### src/rtl/ws2812_pkg.sv
// Shared WS2812 definitions: scheduler state encoding, pixel width and the
// 100 MHz timing defaults used by both the frame scheduler and the bit encoder.
package ws2812_pkg;

  localparam int GRB_W             = 24;
  localparam int LATCH_CYCLES_100M = 6000;
  localparam int FRAME_CYCLES_100M = 1666667;

  typedef enum logic [2:0] {
    ST_IDLE    = 3'd0,
    ST_FETCH   = 3'd1,
    ST_WAIT    = 3'd2,
    ST_PRESENT = 3'd3,
    ST_DRAIN   = 3'd4,
    ST_LATCH   = 3'd5
  } state_e;

endpackage

### src/rtl/ws2812_frame_timer.sv
// Free-running frame-rate timer: one tick per FRAME_CYCLES while auto_en is high,
// held at zero while auto_en is low.
module ws2812_frame_timer #(
  parameter int FRAME_CYCLES = 1666667
) (
  input  logic sysclk,
  input  logic rst_n,
  input  logic auto_en,
  output logic tick
);

  logic [23:0] cnt_q, cnt_d;

  always_comb begin
    tick  = auto_en && (cnt_q == 24'(FRAME_CYCLES - 1));
    cnt_d = cnt_q + 24'd1;
    if (!auto_en || tick) cnt_d = '0;
  end

  always_ff @(posedge sysclk or negedge rst_n) begin
    if (!rst_n) cnt_q <= '0;
    else        cnt_q <= cnt_d;
  end

endmodule

### src/rtl/ws2812_frame_sched.sv
// WS2812 frame scheduler: streams NUM_LEDS pixels from the pixel RAM to the bit encoder,
// then enforces the latch gap before the next frame may start.
module ws2812_frame_sched
  import ws2812_pkg::*;
#(
  parameter int NUM_LEDS     = 40,
  parameter int AW           = 6,
  parameter int LATCH_CYCLES = LATCH_CYCLES_100M,
  parameter int FRAME_CYCLES = FRAME_CYCLES_100M
) (
  input  logic             sysclk,
  input  logic             rst_n,
  input  logic             start,
  input  logic             auto_en,
  input  logic             abort,
  output logic             pix_rd,
  output logic [AW-1:0]    pix_addr,
  input  logic [GRB_W-1:0] pix_data,
  output logic             px_valid,
  input  logic             px_ready,
  output logic [GRB_W-1:0] px_grb,
  input  logic             enc_busy,
  output logic             busy,
  output logic             frame_done,
  output logic             overrun
);

  localparam int LW = $clog2(LATCH_CYCLES + 1);
  localparam logic [AW-1:0] LAST_ADDR = AW'(NUM_LEDS - 1);
  localparam logic [LW-1:0] LAST_CNT  = LW'(LATCH_CYCLES - 1);

  state_e             state_q, state_d;
  logic [AW-1:0]      addr_q, addr_d;
  logic [GRB_W-1:0]   grb_q, grb_d;
  logic [LW-1:0]      lcnt_q, lcnt_d;
  logic               pending_q, pending_d;
  logic               overrun_q, overrun_d;
  logic               rd_q, rd_d;
  logic               valid_q, valid_d;
  logic               busy_q, busy_d;
  logic               done_q, done_d;
  logic               tick;
  logic               req;
  logic               streaming;

  ws2812_frame_timer #(.FRAME_CYCLES(FRAME_CYCLES)) u_timer (
    .sysclk  (sysclk),
    .rst_n   (rst_n),
    .auto_en (auto_en),
    .tick    (tick)
  );

  // Handshake: px_grb moves to the encoder on a cycle where px_valid & px_ready;
  // px_valid stays high with px_grb frozen until that happens (abort excepted).
  always_comb begin
    state_d   = state_q;
    addr_d    = addr_q;
    grb_d     = grb_q;
    lcnt_d    = lcnt_q;
    pending_d = pending_q;
    overrun_d = overrun_q;
    req       = start | tick;
    streaming = (state_q == ST_FETCH) || (state_q == ST_WAIT) || (state_q == ST_PRESENT);

    case (state_q)
      ST_IDLE: begin
        addr_d = '0;
        if (req || pending_q) begin
          state_d   = ST_FETCH;
          pending_d = 1'b0;
        end
      end
      ST_FETCH: state_d = ST_WAIT;
      ST_WAIT: begin
        grb_d   = pix_data;
        state_d = ST_PRESENT;
      end
      ST_PRESENT: begin
        if (px_ready) begin
          if (addr_q == LAST_ADDR) begin
            state_d = ST_DRAIN;
          end else begin
            addr_d  = addr_q + 1'b1;
            state_d = ST_FETCH;
          end
        end
      end
      ST_DRAIN: begin
        if (!enc_busy) begin
          state_d = ST_LATCH;
          lcnt_d  = '0;
        end
      end
      ST_LATCH: begin
        if (lcnt_q == LAST_CNT) state_d = ST_IDLE;
        else                    lcnt_d  = lcnt_q + 1'b1;
      end
      default: state_d = ST_IDLE;
    endcase

    // A request that cannot start now is remembered once, and flagged.
    if (state_q != ST_IDLE && req) begin
      pending_d = 1'b1;
      overrun_d = 1'b1;
    end

    if (abort && streaming) begin
      state_d   = ST_DRAIN;
      pending_d = 1'b0;
    end

    rd_d    = (state_d == ST_FETCH);
    valid_d = (state_d == ST_PRESENT);
    busy_d  = (state_d != ST_IDLE);
    done_d  = (state_d == ST_LATCH) && (lcnt_d == LAST_CNT);
  end

  always_ff @(posedge sysclk or negedge rst_n) begin
    if (!rst_n) begin
      state_q   <= ST_IDLE;
      addr_q    <= '0;
      grb_q     <= '0;
      lcnt_q    <= '0;
      pending_q <= 1'b0;
      overrun_q <= 1'b0;
      rd_q      <= 1'b0;
      valid_q   <= 1'b0;
      busy_q    <= 1'b0;
      done_q    <= 1'b0;
    end else begin
      state_q   <= state_d;
      addr_q    <= addr_d;
      grb_q     <= grb_d;
      lcnt_q    <= lcnt_d;
      pending_q <= pending_d;
      overrun_q <= overrun_d;
      rd_q      <= rd_d;
      valid_q   <= valid_d;
      busy_q    <= busy_d;
      done_q    <= done_d;
    end
  end

  assign pix_rd     = rd_q;
  assign pix_addr   = addr_q;
  assign px_valid   = valid_q;
  assign px_grb     = grb_q;
  assign busy       = busy_q;
  assign frame_done = done_q;
  assign overrun    = overrun_q;

endmodule

### config.mk
export PLATFORM = sky130hd
export DESIGN_NAME = ws2812_frame_sched
export DESIGN_NICKNAME = d
export VERILOG_FILES = /design/src/rtl/ws2812_pkg.sv /design/src/rtl/ws2812_frame_timer.sv /design/src/rtl/ws2812_frame_sched.sv
export SDC_FILE = /design/constraint.sdc
export NUM_CORES = 1
export LEC_CHECK = 0
export ABC_CLOCK_PERIOD_IN_PS = 2000
export BUFFER_PORTS_ARGS = -buffer_cell sky130_fd_sc_hd__buf_2
export CAP_MARGIN = 20
export CELL_PAD_IN_SITES_DETAIL_PLACEMENT = 0
export CELL_PAD_IN_SITES_GLOBAL_PLACEMENT = 2
export CORE_MARGIN = 1.5
export CORE_UTILIZATION = 32
export CTS_CLUSTER_SIZE = 8
export DETAILED_ROUTE_END_ITERATION = 12
export PLACE_DENSITY_LB_ADDON = 0.1
export REMOVE_ABC_BUFFERS = 1
export SETUP_SLACK_MARGIN = 0.2
export SYNTH_ARGS = -nofsm -noshare
export SYNTH_HDL_FRONTEND = slang
export SYNTH_SLANG_ARGS = --single-unit
### constraint.sdc
create_clock -name sysclk -period 2 [get_ports sysclk]
set_input_delay 0.2 -clock sysclk [delete_from_list [all_inputs] [get_ports sysclk]]
set_output_delay 0.2 -clock sysclk [all_outputs]
set_load 0.01 [all_outputs]
Yosys cells after proc, flatten, opt, wreduce, memory -nomap -nowiden
Index checks and enable logic that the tools add are counted.
{"block": "classes", "addsub": 3, "n_eq_ne": 14, "bitwise_logic": 1, "n_mux": 18, "n_reduce_logical": 17}
{"op": "$eq A13 B13 Y1 const B", "n": 2}
{"op": "$mux W13", "n": 2}
{"op": "$pmux W13 S2", "n": 1}
{"op": "$add A24 B1 Y24 const B", "n": 1}
{"op": "$eq A24 B21 Y1 const B", "n": 1}
{"op": "$mux W24", "n": 1}
{"op": "$mux W3", "n": 6}
{"op": "$pmux W3 S6", "n": 1}
{"op": "$add A13 B1 Y13 const B", "n": 1}
{"op": "$mux W6", "n": 2}
{"op": "$pmux W6 S2", "n": 1}
{"op": "$reduce_bool A3 Y1", "n": 4}
{"op": "$eq A3 B2 Y1 const B", "n": 3}
{"op": "$eq A3 B3 Y1 const B", "n": 3}
{"op": "$add A6 B1 Y6 const B", "n": 1}
{"op": "$eq A3 B1 Y1 const B", "n": 2}
{"op": "$eq A6 B6 Y1 const B", "n": 1}
{"op": "$logic_and A1 B1 Y1", "n": 4}
{"op": "$logic_or A1 B1 Y1", "n": 4}
{"op": "$mux W1", "n": 4}
{"op": "$ne A2 B2 Y1 const B", "n": 2}
{"op": "$logic_not A3 Y1", "n": 1}
{"op": "$reduce_and A3 Y1", "n": 1}
{"op": "$reduce_and A2 Y1", "n": 1}
{"op": "other kinds (3)", "n": 3}
{"block": "totals", "regBits": 76, "out_inout_bits": 35, "wordCells": 64, "input_bits": 31}

Depth between registers and ports, before layout
Gate-level depths: netlist of the first run.
{"block": "depth", "ltp_word": 9, "depth_mapped": 9, "depth_no_buf": 8}

Modules after synthesis
From an unflattened synthesis of the first run, not the netlist that was laid out.
{"block": "unflattened", "hier_cells": 351, "hier_area_um2": 3797.4}
{"mod": "ws2812_frame_sched", "seq_area_each_um2": 1301.2, "area_per_inst_um2": 2452.4, "cells_per_inst": 215, "n_inst": 1}
{"mod": "ws2812_frame_timer", "seq_area_each_um2": 600.6, "area_per_inst_um2": 1345.0, "cells_per_inst": 136, "n_inst": 1}

Least setup slack after synthesis of the first run
OpenSTA, ideal clock, no wires.
{"block": "synth_timing", "path_type": "register -> register", "startpoint": "reg lcnt_q[0]", "endpoint": "reg busy_q, in the netlist busy", "setup_ps": 131, "path_buffers": 0, "t_arrival_ps": 2062, "stages_incl_launch_ff": 8, "synth_period_minus_slack_ps": 2193, "slack_ps": -193, "required_time_ps": 1869, "path_cell_list": "dfrtp_1 > ha_1 > nand4b_4 > o41ai_4 > nand4_1 > a31oi_1 > inv_2 > or3_1"}
{"block": "synth_between", "elab_chain_len": 5}
{"element": "from (decl)", "line_no": "ws2812_frame_sched.sv:35", "source": "logic [LW-1:0] lcnt_q, lcnt_d;"}
{"element": "from (signal assigned)", "line_no": "ws2812_frame_sched.sv:134", "source": "lcnt_q <= lcnt_d;"}
{"element": "$eq A13 B13 Y1", "line_no": "ws2812_frame_sched.sv:95", "source": "if (lcnt_q == LAST_CNT) state_d = ST_IDLE;"}
{"element": "$mux W3", "line_no": "ws2812_frame_sched.sv:95"}
{"element": "$pmux W3 S6", "line_no": "ws2812_frame_sched.sv:65", "source": "case (state_q)"}
{"element": "$mux W3", "line_no": "ws2812_frame_sched.sv:107", "source": "if (abort && streaming) begin"}
{"element": "named net state_d[0]", "line_no": "ws2812_frame_sched.sv:32", "source": "state_e state_q, state_d;"}
{"element": "$reduce_bool A3 Y1", "line_no": "ws2812_frame_sched.sv:114", "source": "busy_d = (state_d != ST_IDLE);"}
{"element": "named net busy_d", "line_no": "ws2812_frame_sched.sv:40", "source": "logic busy_q, busy_d;"}
{"element": "to (signal assigned)", "line_no": "ws2812_frame_sched.sv:139", "source": "busy_q <= busy_d;"}
{"element": "to (decl)", "line_no": "ws2812_frame_sched.sv:40"}
The timed path passes the listed nets, and every way through them passes these cells.
A chain may end at the register's enable or synchronous reset.

Final worst setup path of the first run
{"block": "layout_timing", "startpoint": "reg lcnt_q[7]", "endpoint": "reg done_q, in the netlist frame_done"}
{"block": "layout_between", "word_cells_on_any_way": 11, "classes_between": "add/sub (1); eq/ne (3); mux (6); reduce/logical (1)"}
{"element": "$eq A13 B13 Y1", "line_no": "ws2812_frame_sched.sv:95"}
{"element": "$mux W13", "line_no": "ws2812_frame_sched.sv:95"}
{"element": "$pmux W13 S2", "line_no": "ws2812_frame_sched.sv:65"}
{"element": "named net lcnt_d[4]", "line_no": "ws2812_frame_sched.sv:35"}
{"element": "$eq A13 B13 Y1", "line_no": "ws2812_frame_sched.sv:115", "source": "done_d = (state_d == ST_LATCH) && (lcnt_d == LAST_CNT);"}
{"element": "$logic_and A1 B1 Y1", "line_no": "ws2812_frame_sched.sv:115"}
{"element": "named net done_d", "line_no": "ws2812_frame_sched.sv:41", "source": "logic done_q, done_d;"}
{"element": "to (signal assigned)", "line_no": "ws2812_frame_sched.sv:140", "source": "done_q <= done_d;"}
{"element": "to (decl)", "line_no": "ws2812_frame_sched.sv:41"}
The timed path passes the listed nets, and every way through them passes these cells.

==> results.yml, run 1 <==
die:
  die_height_um: 110
  rows: 39
  core_um2: 11300
  top_level_ports: 66
  fp.dieArea_um2: 12200
  die_w_um: 110
  effective_utilization_at_floorplan: 0.326
drt:
  routed_via_density: 4.97
  detail-route-antenna-nets: 0
  wl_per_cell_um: 15.7
  wl_mm: 9.57
  drtPass1Iterations: 4
  route.vias.total: 3021
  post-route-drc-count: 0
  drt_iter0_markers: 136
run_status:
  result_of_the_run: "finished with violations"
  violations: "setup timing"
clock_network:
  cts_made_buffers: 9
  clock_latency_ps: 330
  cts_max_path_buffers: 2
  root_buffer: "sky130_fd_sc_hd__clkbuf_16"
  cts.htree.levels: 3
  clock-sinks: 76
  clk_pin_slew_worst_paths_ps: 60
  tritoncts: "built"
timing:
  finalHoldViolations: 0
  fin_setup_tns_ps: -141
  timing_max_transition_violations_final: 0
  timing.max_slew.rel_slack: 0.745
  layout_worst_path_cycle_share: 1.05
  timing.final.setup_violations: 2
  worst_slew_pin_slew_ps: 383
  skew_ps: 7.02
  worst_case_setup_margin_in_the_final_layout_ps: -99.5
  unrepaired_setup_endpoints_after_global_routing: "yes"
  final_worst_path_period_need_ps: 2100
  fmax_ghz: 0.476
place:
  place_inst: 583
  gpl.final_weighted_congestion: 0.772
  number_of_buffers_added_on_ports: 65
  final_hpwl_from_detailed_placement_mm: 6.63
  post-place-ws_ps: -152
worst_setup_path:
  critPathKind: "reg2reg"
  critPathBufInv: 0
  worst-path-max-fanout: 2
  critical-path-max-stage-delay_ps: 410
  setup.worst_path.start_class: "flop"
  worst_path_most_repeated_cell: "sky130_fd_sc_hd__and4b_1"
  worstSetupEndpointType: "flop"
  worst_path_slowest_cell: "sky130_fd_sc_hd__or3b_4"
  critPathArrivalTime_ps: 2370
  critPathRequiredTime_ps: 2270
  cp_top_family: "simple AND/OR/NAND/NOR gates"
  path_cells: "or3b_4 -> or3_1 -> a221o_1 -> and4b_1 -> and3_1 -> and4b_1"
grt:
  first_pass_grt_wire_length_mm: 15.8
  groute.usage.overall: 0.173
  pin_count_of_the_biggest_net_entering_global_routing: 51
  overflow: 0
  first_global_vias: 3054
  antenna_violations_before_repair: 0
cells_and_area:
  num-fill-cells: 1104
  mostFrequentLayoutCell: "sky130_fd_sc_hd__dfrtp_1"
  antenna_cells: 0
  fin_cells: 608
  fin_util: 0.470
  most-common-layout-cells: "75 x sky130_fd_sc_hd__dfrtp_1, 64 x sky130_fd_sc_hd__buf_2, 59 x sky130_fd_sc_hd__buf_4"
  finish.net_count: 497
  area_growth_pct: 44.5
  post_route_cells_drive_above_1_share: 0.482
yosys:
  async_flop_share: 1.00
  mapped_cell_area_um2: 3690
  syn_area_per_cell_um2: 11.1
  top_cells_by_area_synth: "sky130_fd_sc_hd__dfrtp_1 52%, sky130_fd_sc_hd__mux2_2 7.6%, sky130_fd_sc_hd__xor2_1 4.5%, sky130_fd_sc_hd__nor2_1 3.9%, sky130_fd_sc_hd__nand4_1 2.4%"
  post_synth_inst_count: 333
  ys_seq_elements: 76
  synth_top_flop_cell: "sky130_fd_sc_hd__dfrtp_1"
  synth-edff-count: 0
  ys_types: 59
  synth_warnings: 0
  synthDominantCellAreaShare: 0.516
  yosysTopAreaCell: "sky130_fd_sc_hd__dfrtp_1"
  yosysSeqAreaShare: 0.516
worst_hold_path:
  hp-class: "in2reg"
job:
  cap_viol_max_count: 0
power:
  p_per_area_nw_per_um2: 1120
  peakVddDrop_uv: 529
  power_leakage_nw: 2.47
## worst reg2reg max path, stage by stage, from the launching register on
cell and delay (ps):
sky130_fd_sc_hd__dfrtp_1 370, sky130_fd_sc_hd__or3b_4 410, sky130_fd_sc_hd__or3_1 340, sky130_fd_sc_hd__a221o_1 320, sky130_fd_sc_hd__and4b_1 240, sky130_fd_sc_hd__and3_1 150
sky130_fd_sc_hd__and4b_1 210
## path summary, 6_finish.rpt
| check | from | endpoint | slack (ps) | depth (start not counted) |
|---|---|---|---|---|
| worst max register to register | lcnt_q[7] | frame_done | -100 | 6 |
| worst min-delay path | pix_data[20] | px_grb[20] | 100 | 2 |
| worst max-delay path | lcnt_q[7] | frame_done | -100 | 6 |
| worst min register to register | overrun | overrun | 470 | 1 |
| min in group asynchronous | rst_n | pix_addr[2] | 330 | 2 |
| max in group asynchronous | rst_n | u_timer.cnt_q[5] | 1070 | 3 |
## layout make-up
type,instances,area (µm²),area share
Clock buffer,10,229,0.0430
Clock inverter,4,52.6,0.00987
Inverter,6,22.5,0.00423
Multi-Input combinational cell,237,2000,0.376
Sequential cell,76,1900,0.357
Tap cell,143,179,0.0336
Timing Repair Buffer,132,938,0.176
## sequential cells by signal, summed over array words and instances, names as in the netlist
name / count
busy: 1
frame_done: 1
lcnt_q: 13
overrun: 1
pending_q: 1
pix_addr: 6
pix_rd: 1
px_grb: 24
px_valid: 1
state_q: 3
u_timer.cnt_q: 24
## power breakdown
| group | switching [mW] | total (mW) | leakage, nW | internal (mW) |
|---|---|---|---|---|
| Combinational | 1.13 | 2.26 | 1.34 | 1.12 |
| Clock | 0.632 | 1.59 | 0.138 | 0.955 |
| Sequential | 0.214 | 2.13 | 0.992 | 1.91 |
| Total | 1.98 | 5.97 | 2.47 | 3.99 |
## cells by family after synthesis
logic type | synth area share
mux | 0.0818
fa+ha+maj | 0.0136
xor+xnor | 0.0618
flops | 0.516
simple gates | 0.215
compound gates | 0.0896
buf+inv | 0.0227
## routing by layer
layer	track usage	wire [µm]	part of all wire
met1	0.214	4280	0.45
met2	0.302	4920	0.51
met3	0.0382	228	0.024
met4	0.0513	138	0.014
met5	0	0	0
## cell usage after synthesis, types with 4 or more instances
library cell               instances
sky130_fd_sc_hd__dfrtp_1          76
sky130_fd_sc_hd__nor2_1           38
sky130_fd_sc_hd__mux2_2           25
sky130_fd_sc_hd__xor2_1           19
sky130_fd_sc_hd__nand3_1          16
sky130_fd_sc_hd__nand2_1          15
sky130_fd_sc_hd__nand4_1          14
sky130_fd_sc_hd__and3_1            8
sky130_fd_sc_hd__buf_2             7
sky130_fd_sc_hd__clkbuf_1          7
sky130_fd_sc_hd__o21ai_0           7
sky130_fd_sc_hd__xnor2_1           7
sky130_fd_sc_hd__a31oi_1           6
sky130_fd_sc_hd__inv_1             5
sky130_fd_sc_hd__nand2b_1          5
sky130_fd_sc_hd__nor3_1            5
sky130_fd_sc_hd__ha_1              4
sky130_fd_sc_hd__nor4_1            4
## metrics by stage
step / instance area [µm²] / total power [mW] / hold WS, ps
floorplan: 3630 / 3.21 / -95.6
global placement: 4590 / 4.22 / 156
detailed placement: 4590 / 4.23 / 153
CTS: 5170 / 5.95 / 85.3
global route: 5330 / 6.38 / 89.7
finish: 5330 / 5.97 / 96.1
## what timing repair did
action | in CTS | in global routing
pin swaps | 25 | 11
cloned | 3 | 0
setup buffers | 2 | 5
setup endpoints to repair | 31 | 39
hold buffers | 1 | 0
resized for setup | 51 | 30
endpoints found under the hold margin | 26 | 0
Note: power is estimated with default switching activity, not from simulation.
==> run 2: changes to the inputs <==
--- a/config.mk
+++ b/config.mk
@@ -14,6 +14,7 @@
 export CORE_UTILIZATION = 32
 export CTS_CLUSTER_SIZE = 8
 export DETAILED_ROUTE_END_ITERATION = 12
+export GPL_TIMING_DRIVEN = 0
 export PLACE_DENSITY_LB_ADDON = 0.1
 export REMOVE_ABC_BUFFERS = 1
 export SETUP_SLACK_MARGIN = 0.2
==> run 2 against run 1 <==
Against the previous run:
- largest cell class unchanged
- clock power increased by 33%
- the flow still finishes with violations (setup timing)
- core utilization shrank 1.4 points
- sequential share of layout area increased by 1.3 points
- maximum frequency is 2.6% lower
- largest power group is now registers
- count of clock-buffer cells in the layout fell by 1
==> results.yml, run 2 (synthesized netlist as in run 1, its figures left out) <==
run_status:
  result_of_the_run: "finished with violations"
  violations: "setup timing"
worst_setup_path:
  crit-reg2reg-capture: "frame_done"
  worstSetupEndpointType: "flop"
  critPathArrivalTime_ps: 2430
  reg2reg_depth: 8
  critPathRequiredTime_ps: 2270
  worstReg2RegStart: "lcnt_q[1]"
  critPathKind: "reg2reg"
  worst-path-max-fanout: 4
  timing.critical_path.from: "lcnt_q[1]"
  timing.reg2reg.setup_slack_ps: -160
  setup.worst_path.start_class: "flop"
  endpoint: "frame_done"
die:
  die_height_um: 110
  die_w_um: 110
  top_level_ports: 66
  rows: 39
  effective_utilization_at_floorplan: 0.326
  fp.dieArea_um2: 12200
  core_um2: 11300
cells_and_area:
  area_growth_pct: 40.1
  finish.net_count: 468
  antenna_cells: 0
  final_design_area_no_fill_um2: 5170
  mostFrequentLayoutCell: "sky130_fd_sc_hd__dfrtp_1"
  most-common-layout-cells: "69 x sky130_fd_sc_hd__dfrtp_1, 64 x sky130_fd_sc_hd__buf_2, 31 x sky130_fd_sc_hd__buf_4"
  post_route_cells_drive_above_1_share: 0.484
  fin_cells: 581
grt:
  first_global_vias: 2958
  pin_count_of_the_biggest_net_entering_global_routing: 62
  first_pass_grt_wire_length_mm: 15.1
  antenna_violations_before_repair: 0
  overflow: 0
  groute.usage.overall: 0.165
clock_network:
  cts_max_path_buffers: 2
  clk_pin_slew_worst_paths_ps: 60
  tritoncts: "built"
  cts.htree.levels: 3
  root_buffer: "sky130_fd_sc_hd__clkbuf_16"
  cts_made_buffers: 9
  clock-sinks: 76
  clock_latency_ps: 330
power:
  p_per_area_nw_per_um2: 1250
  p_comb_frac: 0.321
  power.switching_fraction: 0.316
  power_leakage_nw: 2.34
  peakVddDrop_uv: 719
  total_switching_power_mw: 2.05
  clock_power_share: 0.328
  seq_power_share: 0.352
  cell_internal_pwr_mw: 4.43
drt:
  drt_iter0_markers: 74
  route.vias.total: 2943
  post-route-drc-count: 0
  drtPass1Iterations: 4
  detail-route-antenna-nets: 0
  routed_via_density: 5.07
  wl_per_cell_um: 16.1
  wl_mm: 9.37
place:
  number_of_buffers_added_on_ports: 65
  final_hpwl_from_detailed_placement_mm: 6.04
  gpl.final_weighted_congestion: 0.737
  place_inst: 529
  dpl-instance-area_um2: 4180
  post-place-ws_ps: -732
timing:
  timing_max_transition_violations_final: 0
  worst_slew_pin_slew_ps: 728
  timing.final.setup_violations: 2
  final_worst_path_period_need_ps: 2160
  unrepaired_setup_endpoints_after_global_routing: "yes"
  timing.max_slew.rel_slack: 0.514
  skew_ps: 6.94
  worst_case_setup_margin_in_the_final_layout_ps: -156
  finalHoldViolations: 0
  fmax_ghz: 0.464
  layout_worst_path_cycle_share: 1.08
worst_hold_path:
  holdCritStartpoint: "pix_data[20]"
  hp-class: "in2reg"
job:
  cap_viol_max_count: 0
## run 2: per-stage QoR
stage	power [mW]	util	setup TNS [ps]	hold slack, ps
after floorplan	3.21	-	-7110	-95.6
after global placement	3.86	0.365	-40600	433
after detailed placement	3.90	0.369	-19620	91.9
after CTS	6.37	0.432	-448	86.1
after global routing	6.82	0.456	-531	81.8
final	6.48	0.456	-205	96.2
## run 2: critical path, stage by stage (launching register included)
cell	delay [ps]
sky130_fd_sc_hd__dfrtp_2	400
sky130_fd_sc_hd__ha_4	180
sky130_fd_sc_hd__nand4b_4	120
sky130_fd_sc_hd__o41ai_4	410
sky130_fd_sc_hd__buf_4	200
sky130_fd_sc_hd__mux2i_2	230
sky130_fd_sc_hd__and4b_1	210
sky130_fd_sc_hd__and3_1	160
sky130_fd_sc_hd__and4b_1	190
## run 2: worst min-delay path by stage
stage	endpoint	slack (ps)	depth (start not counted)
5_1_grt	px_grb[11]	80	2
4_1_cts	px_grb[11]	90	2
6_report	px_grb[20]	100	2
3_5_place_dp	pix_addr[3]	90	1
3_3_place_gp	px_grb[12]	430	2
2_1_floorplan	busy	-100	0
## run 2: layout make-up
type / count / area, µm²
Fill cell: 1107 / 6150
Multi-Input combinational cell: 240 / 2040
Sequential cell: 76 / 1910
Timing Repair Buffer: 100 / 628
Clock buffer: 9 / 225
Tap cell: 143 / 179
Clock inverter: 7 / 163
Inverter: 6 / 22.5
## run 2: per-layer routing
metal  global-route usage  routed length, µm  vias to the layer above
li1                     -                  -                     1417
met1                0.202               4100                     1473
met2                0.285               4880                       42
met3               0.0429                263                       11
met4               0.0476                123                        0
met5                    0                  0                        -
## run 2: repair_timing
action | CTS | global route
hold buffers | 1 | 0
cloned | 3 | 0
endpoints found under the setup margin | 64 | 53
pin swaps | 35 | 14
gates resized for setup | 44 | 40
setup buffers | 15 | 17
hold endpoints to repair | 15 | 0
## run 2: power by group through the flow
stage	Combinational (mW)	Sequential, mW	Clock [mW]
final	2.08	2.28	2.12
after global routing	2.24	2.34	2.23
after CTS	1.91	2.30	2.17
after detailed placement	1.60	2.30	0
after global placement	1.58	2.29	0
after floorplan	0.844	2.36	0
